**config.mk**
```make
export PLATFORM = sky130hd
export DESIGN_NAME = hilo_mul_unit
export DESIGN_NICKNAME = d
export VERILOG_FILES = /design/src/rtl/hilo_mul_unit.sv
export SDC_FILE = /design/constraint.sdc
export NUM_CORES = 1
export LEC_CHECK = 0
export ABC_AREA = 1
export BUFFER_PORTS_ARGS = -buffer_cell sky130_fd_sc_hd__clkbuf_2
export CORE_ASPECT_RATIO = 2
export CORE_MARGIN = 2
export CORE_UTILIZATION = 45
export CTS_CLUSTER_SIZE = 40
export DETAILED_ROUTE_END_ITERATION = 8
export PLACE_DENSITY = 0.8
export SYNTH_ARGS = -nofsm -noshare
export SYNTH_HDL_FRONTEND = slang
export SYNTH_SLANG_ARGS = --single-unit
```
**constraint.sdc**
```tcl
create_clock -name clk -period 5.35 [get_ports clk]
set_input_delay 0.535 -clock clk [delete_from_list [all_inputs] [get_ports clk]]
set_output_delay 0.535 -clock clk [all_outputs]
set_load 0.02 [all_outputs]
```
**src/rtl/hilo_mul_unit.sv**
```systemverilog
// hilo_mul_unit: issue control and HI/LO result store around an external
// combinational 32x32 signed multiplier. Operands are held stable on
// mul_a/mul_b for MUL_CYCLES clocks. The product is then written into HI/LO.
// Unsigned products get a fix-up term because the multiplier is always signed.
module hilo_mul_unit #(
    parameter int MUL_CYCLES = 4  // legal range 1..15
) (
    input  logic        clk,
    input  logic        reset,    // synchronous, active-low
    input  logic        start,
    input  logic [1:0]  op,
    input  logic [31:0] rs_data,
    input  logic [31:0] rt_data,
    input  logic        rd_hi,
    input  logic        rd_lo,
    output logic [31:0] mul_a,
    output logic [31:0] mul_b,
    input  logic [63:0] mul_z,
    output logic [31:0] hi,
    output logic [31:0] lo,
    output logic [31:0] rdata,
    output logic        busy,
    output logic        done,
    output logic        stall
);

    typedef enum logic {
        IDLE = 1'b0,
        BUSY = 1'b1
    } state_t;

    localparam logic [3:0] CNT_INIT = 4'(MUL_CYCLES);

    state_t      state;
    state_t      state_next;
    logic [3:0]  cnt;
    logic        is_unsigned;
    logic        accept_mul;
    logic        write_hi;
    logic        write_lo;
    logic        finish_mul;
    logic [63:0] fix_a;
    logic [63:0] fix_b;
    logic [63:0] product;

    // State register; reset discards any in-flight multiply.
    always_ff @(posedge clk) begin
        // NOTE: sequential state always uses non-blocking assignments so every
        // flop samples pre-edge values regardless of block ordering.
        if (!reset) begin
            state <= IDLE;
        end else begin
            state <= state_next;
        end
    end

    // Next-state decode and per-edge action strobes.
    always_comb begin
        // NOTE: every output of this block gets a default first, so no path
        // leaves a signal unassigned and no latch is inferred.
        state_next = state;
        accept_mul = 1'b0;
        write_hi   = 1'b0;
        write_lo   = 1'b0;
        finish_mul = 1'b0;
        case (state)
            IDLE: begin
                if (start) begin
                    if (!op[1]) begin
                        accept_mul = 1'b1;
                        state_next = BUSY;
                    end else if (op[0]) begin
                        write_lo = 1'b1;
                    end else begin
                        write_hi = 1'b1;
                    end
                end
            end
            BUSY: begin
                // Requests arriving here are ignored; stall tells the pipeline to retry.
                if (cnt == 4'd1) begin
                    finish_mul = 1'b1;
                    state_next = IDLE;
                end
            end
            default: state_next = IDLE;
        endcase
    end

    // Unsigned correction: a signed product treats a set top bit as -2^31.
    // Adding the other operand shifted up by 32 restores the unsigned value mod 2^64.
    always_comb begin
        fix_a   = mul_a[31] ? {mul_b, 32'b0} : 64'd0;
        fix_b   = mul_b[31] ? {mul_a, 32'b0} : 64'd0;
        product = is_unsigned ? (mul_z + fix_a + fix_b) : mul_z;
    end

    // Operand capture, cycle counter, HI/LO writes and the done pulse.
    always_ff @(posedge clk) begin
        // NOTE: these are plain registers rather than a memory array, so all of
        // them are cleared by reset.
        if (!reset) begin
            mul_a       <= 32'd0;
            mul_b       <= 32'd0;
            is_unsigned <= 1'b0;
            cnt         <= 4'd0;
            hi          <= 32'd0;
            lo          <= 32'd0;
            done        <= 1'b0;
        end else begin
            done <= 1'b0;
            if (accept_mul) begin
                mul_a       <= rs_data;
                mul_b       <= rt_data;
                is_unsigned <= op[0];
                cnt         <= CNT_INIT;
            end else if (state == BUSY) begin
                cnt <= cnt - 4'd1;
            end
            if (write_hi) begin
                hi <= rs_data;
            end
            if (write_lo) begin
                lo <= rs_data;
            end
            if (finish_mul) begin
                hi   <= product[63:32];
                lo   <= product[31:0];
                done <= 1'b1;
            end
        end
    end

    // Read port and pipeline hold.
    always_comb begin
        busy  = (state == BUSY);
        rdata = rd_hi ? hi : lo;
        stall = busy & (start | rd_hi | rd_lo);
    end

endmodule

```
Word level (Yosys, flattened, before mapping)
Cells that the tools add are included.

Bitwise gates (word level): 5. Reductions and logical operators: 4. Equal/unequal tests: 1. Mux-type cells: 26. $add $sub $neg: 3.

Operator list (number): 2-to-1 mux 64 bit (3); 2-to-1 mux 32 bit (5); adder 64 bit (2); 2-to-1 mux 1 bit (15); 2-to-1 mux 3 bit (2); nonzero test 2 bit (3); == test 4 x 1 -> 1 bit (second input constant) (1); subtractor 4 x 1 -> 4 bit (second input constant) (1); NOT 1 bit (2); OR 1 bit (2); one-hot mux 1 bit (2 select lines) (1); OR reduction 2 bit (1); AND 1 bit (1).

Output and inout bits: 163. Logic and storage cells: 48. Input port bits: 135. Bits in registers: 135.

Logic depth before layout (Yosys ltp)
Word-level depth: 6. Depth in mapped cells: 18. Mapped depth without buffers: 17.

Least setup slack after synthesis
No wires, ideal clock.

Path type: reg2reg. From: reg mul_a[31]. To: reg hi[17]. Clock period less this slack: 2.876 ns. Setup slack: 2.474 ns. Setup time: 0.122 ns. Stages on the path, launching flop included: 18. Arrival time: 2.755 ns. Data required time: 5.228 ns. Buffers on the path: 1. Path through: dfxtp_1 -> clkbuf_1 -> nand2_1 -> fa_1 -> inv_1 -> ha_1 -> inv_1 -> fa_1 -> inv_1 -> nand3_1 -> nand3_1 -> nand2_1 -> a21oi_1 -> nor2_1 -> nand2_1 -> nand2_1 -> o21ai_0 -> a21oi_1.

Word-level cells in the longest chain between the ends: 5.

RTL lines: start, declared (line 16) `output logic [31:0] mul_a,`; start signal, assigned (line 113) `mul_a <= rs_data;`; 2-to-1 mux 64 bit (line 93) `fix_a = mul_a[31] ? {mul_b, 32'b0} : 64'd0;`; adder 64 bit (2 in a row) (line 95) `product = is_unsigned ? (mul_z + fix_a + fix_b) : mul_z;`; 2-to-1 mux 64 bit (line 95); 2-to-1 mux 32 bit (line 126) `if (finish_mul) begin`; end signal, assigned (line 121) `hi <= rs_data;`; end signal, assigned (line 127) `hi <= product[63:32];`; end, declared (line 19) `output logic [31:0] hi,`.

Every way passes these cells. A chain may end at the register's enable or synchronous reset.

Worst setup path in the final report
From: reg mul_b[31]. To: reg hi[10].

Word-level cells in the longest chain between the ends: 4.

RTL lines: start, declared (line 17) `output logic [31:0] mul_b,`; start signal, assigned (line 114) `mul_b <= rt_data;`; 2-to-1 mux 64 bit (line 94) `fix_b = mul_b[31] ? {mul_a, 32'b0} : 64'd0;`; adder 64 bit (line 95); 2-to-1 mux 64 bit (line 95); 2-to-1 mux 32 bit (line 126).

Every way passes these cells.

==> results.ini <==
[outcome]
outcome=complete, no violations

[drt]
vias_per_cell=5.28
wire_per_inst_um=18.1
first_iter_violations=744
drt_first_pass_iters=5
drt-total-wl_um=36300
ant_nets=0
drc=0
vias=10600

[synth]
async_reset_ff_share_pct=0
syn_inst=1483
ys_top_cells_by_area=dfxtp_1, nand2_1, inv_1
synth.distinct_cells=36
postSynthAreaPerCell_um2=6.26
netlist.area_leader.share_pct=29.1
synthFlopType=dfxtp_1
ys_seq_area_share_pct=29.1
synth-edff-count=0
post-synth-top-count-cell=nand2_1
yosys.area.top_type=dfxtp_1
synthTopCellsByCount=nand2_1, inv_1, dfxtp_1
yosysWarnings=0
synth_fp_nets=1682
synth_area_um2=9290
ys_ff_latch=135

[clocking]
clkLatencyLatePin_ns=0.43
cts.sinks=135
cts-resized-gates=0
path_clk_slew_ns=0.06
clockBufferDepth=2
cts_tree=yes
ctsHoldBuffers=0
h-tree-depth=4
numCtsBuffers=17
cts_setup_buffers=0
clock-root-buffer=clkbuf_16

[worst_setup_path]
r2r_slack_ns=1.57
cp_slowest_cell=dfxtp_1
cp_top_family=simple AND/OR/NAND/NOR gates
cp-start-kind=flop
cp_common_cell=nand2_1
critPathCaptureType=flop
cp_num_buf_inv=2
worstPathCellList=buf_4, nand2_1, inv_1, fa_1, ha_1, nand2_1, nor2_1, nand3_1, nand3b_1, a21oi_1, o21ai_0, nand2_1, a31oi_1
critPathArrivalTime_ns=4.13
crit_cells=13
reg2reg_depth=13
path_class=flop to flop
cp_max_fo=18
cp.required_ns=5.70
critical-path-max-stage-delay_ns=0.82

[global_route]
grt_max_degree=69
grt_pass1_vias=10100
grt_pass1_wl_um=55200
grt_overflow=0
grt_usage_pct=32.8
antenna_found_initial=0

[cells_and_area]
area_growth_pct=23.2
area.sequential_um2=2700
drive_gt1_share_pct=20.6
fillerInstances=2138
final_net_count=1934
multi_input_area_um2=5560
antenna_cells=0

[floorplan]
rows=74
die_h_um=207
die_w_um=106
start_util_pct=45.6
dieArea_um2=21900
core_area_um2=20400
ios=298

[sta]
rsz0062_at_grt=false
fin_crit_ns=3.78
fin_skew_ns=0.00957
tns_ns=0
setup_viol=0
finalHoldWorstSlack_ns=0.324
tightest_slew_ns=1.15
hold_viol=0
fmax_ghz=0.264
slew_viol_final=0
period_share_pct=70.7
slew-limit-headroom_pct=23.1

[placed_design]
io_buffers=297
gp_congestion=1.01
dpl.hpwl_um=28400

[power_and_ir_drop]
ir_drop_uv=183
p_leak_nw=6.37
power.density_nw_per_um2=255
power.total_mw=2.91

[hold_path]
hold_depth=3
min_path_type=input pin to flop

[run]
max_cap_viol_count=0

flip-flops by register name (all words and copies together) (netlist names):
register     count
busy             1
cnt              4
done             1
hi              32
is_unsigned      1
lo              32
mul_a           32
mul_b           32
final timing paths:
| path | from | to |
|---|---|---|
| max | mul_b[31] | hi[10] |
| min | rt_data[17] | mul_b[17] |
| max reg2reg | mul_b[31] | hi[10] |
| min reg2reg | mul_b[28] | mul_b[28] |
report_power, final:
group	leakage [nW]	switching (mW)	total (mW)	internal, mW
logic	4.98	0.362	0.535	0.173
registers	1.10	0.0593	1.12	1.06
clock network	0.289	0.480	1.26	0.777
metal layers:
layer / share of wire [%] / track usage, %
met3: 6.7 / 5.51
met5: 0 / 0
met1: 34 / 33.5
met2: 51 / 59.1
met4: 8.2 / 23.4
layout by cell type (no fill, tap or decap), types with 2 or more instances in the layout:
cell        netlist  routed
bufinv_16         0       4
clkinvlp_4        0       2
nand3b_1          2       2
fa_1             32      32
nor2_2            2       2
nand3_2           3       4
nand4_1           2       2
a31oi_1          45      45
dfxtp_1         135     134
a21oi_2           5       5
nor3_1            4       4
nand3_1          45      44
a21oi_1         105     105
and2_1            2       2
clkbuf_1         40       2
nor2_4            2       2
o21bai_1          3       3
o21ai_0          98      98
clkbuf_2          2     297
buf_4             2       9
inv_2             0       2
xor2_1            7       7
inv_1           183     181
xnor2_1           5       5
nand2_1         585     585
clkbuf_16         0      17
nor2_1           96      96
o211ai_1          5       5
ha_1             32      32
nand2_2           7       7
clkinv_4          0       3
cell type report:
class                   count  area share [%]
clock buffers              19            3.78
inverters                 183            6.00
clock inverters            11            1.53
well taps                 266            2.91
multi-input cells        1092            48.6
repair buffers            306            13.6
flip-flops and latches    135            23.6
per-stage QoR:
stage / instances / utilization [%] / setup slack, ns / cell area (um^2)
6_report: 2012 / 56.2 / 1.57 / 11400
5_1_grt: 2012 / 56.2 / 1.44 / 11400
4_1_cts: 2012 / 56.2 / 1.71 / 11400
3_5_place_dp: 1982 / 53.2 / 1.72 / 10800
3_3_place_gp: 1982 / 53.2 / 1.78 / 10800
2_1_floorplan: 1483 / - / 2.47 / 9290
logic make-up (layout without fill, tap and decap cells):
family	after synthesis	count (layout)	share of synthesized area, %
flip-flops	135	135	29.1
AND/OR/NAND/NOR	752	752	32.1
XOR/XNOR	12	12	1.13
buffers and inverters	256	519	11.2
adder cells (fa/ha/maj)	64	64	11.2
AO/OA/AOI/OAI	264	264	15.3
worst register-to-register path, cell delays in order (launching register included):
cell and delay [ns]:
dfxtp_1 0.82, buf_4 0.36, nand2_1 0.08, inv_1 0.06, fa_1 0.42, ha_1 0.39
nand2_1 0.17, nor2_1 0.34, nand3_1 0.21, nand3b_1 0.24, a21oi_1 0.10, o21ai_0 0.12
nand2_1 0.20, a31oi_1 0.18
(Power assumes the default switching activity.)
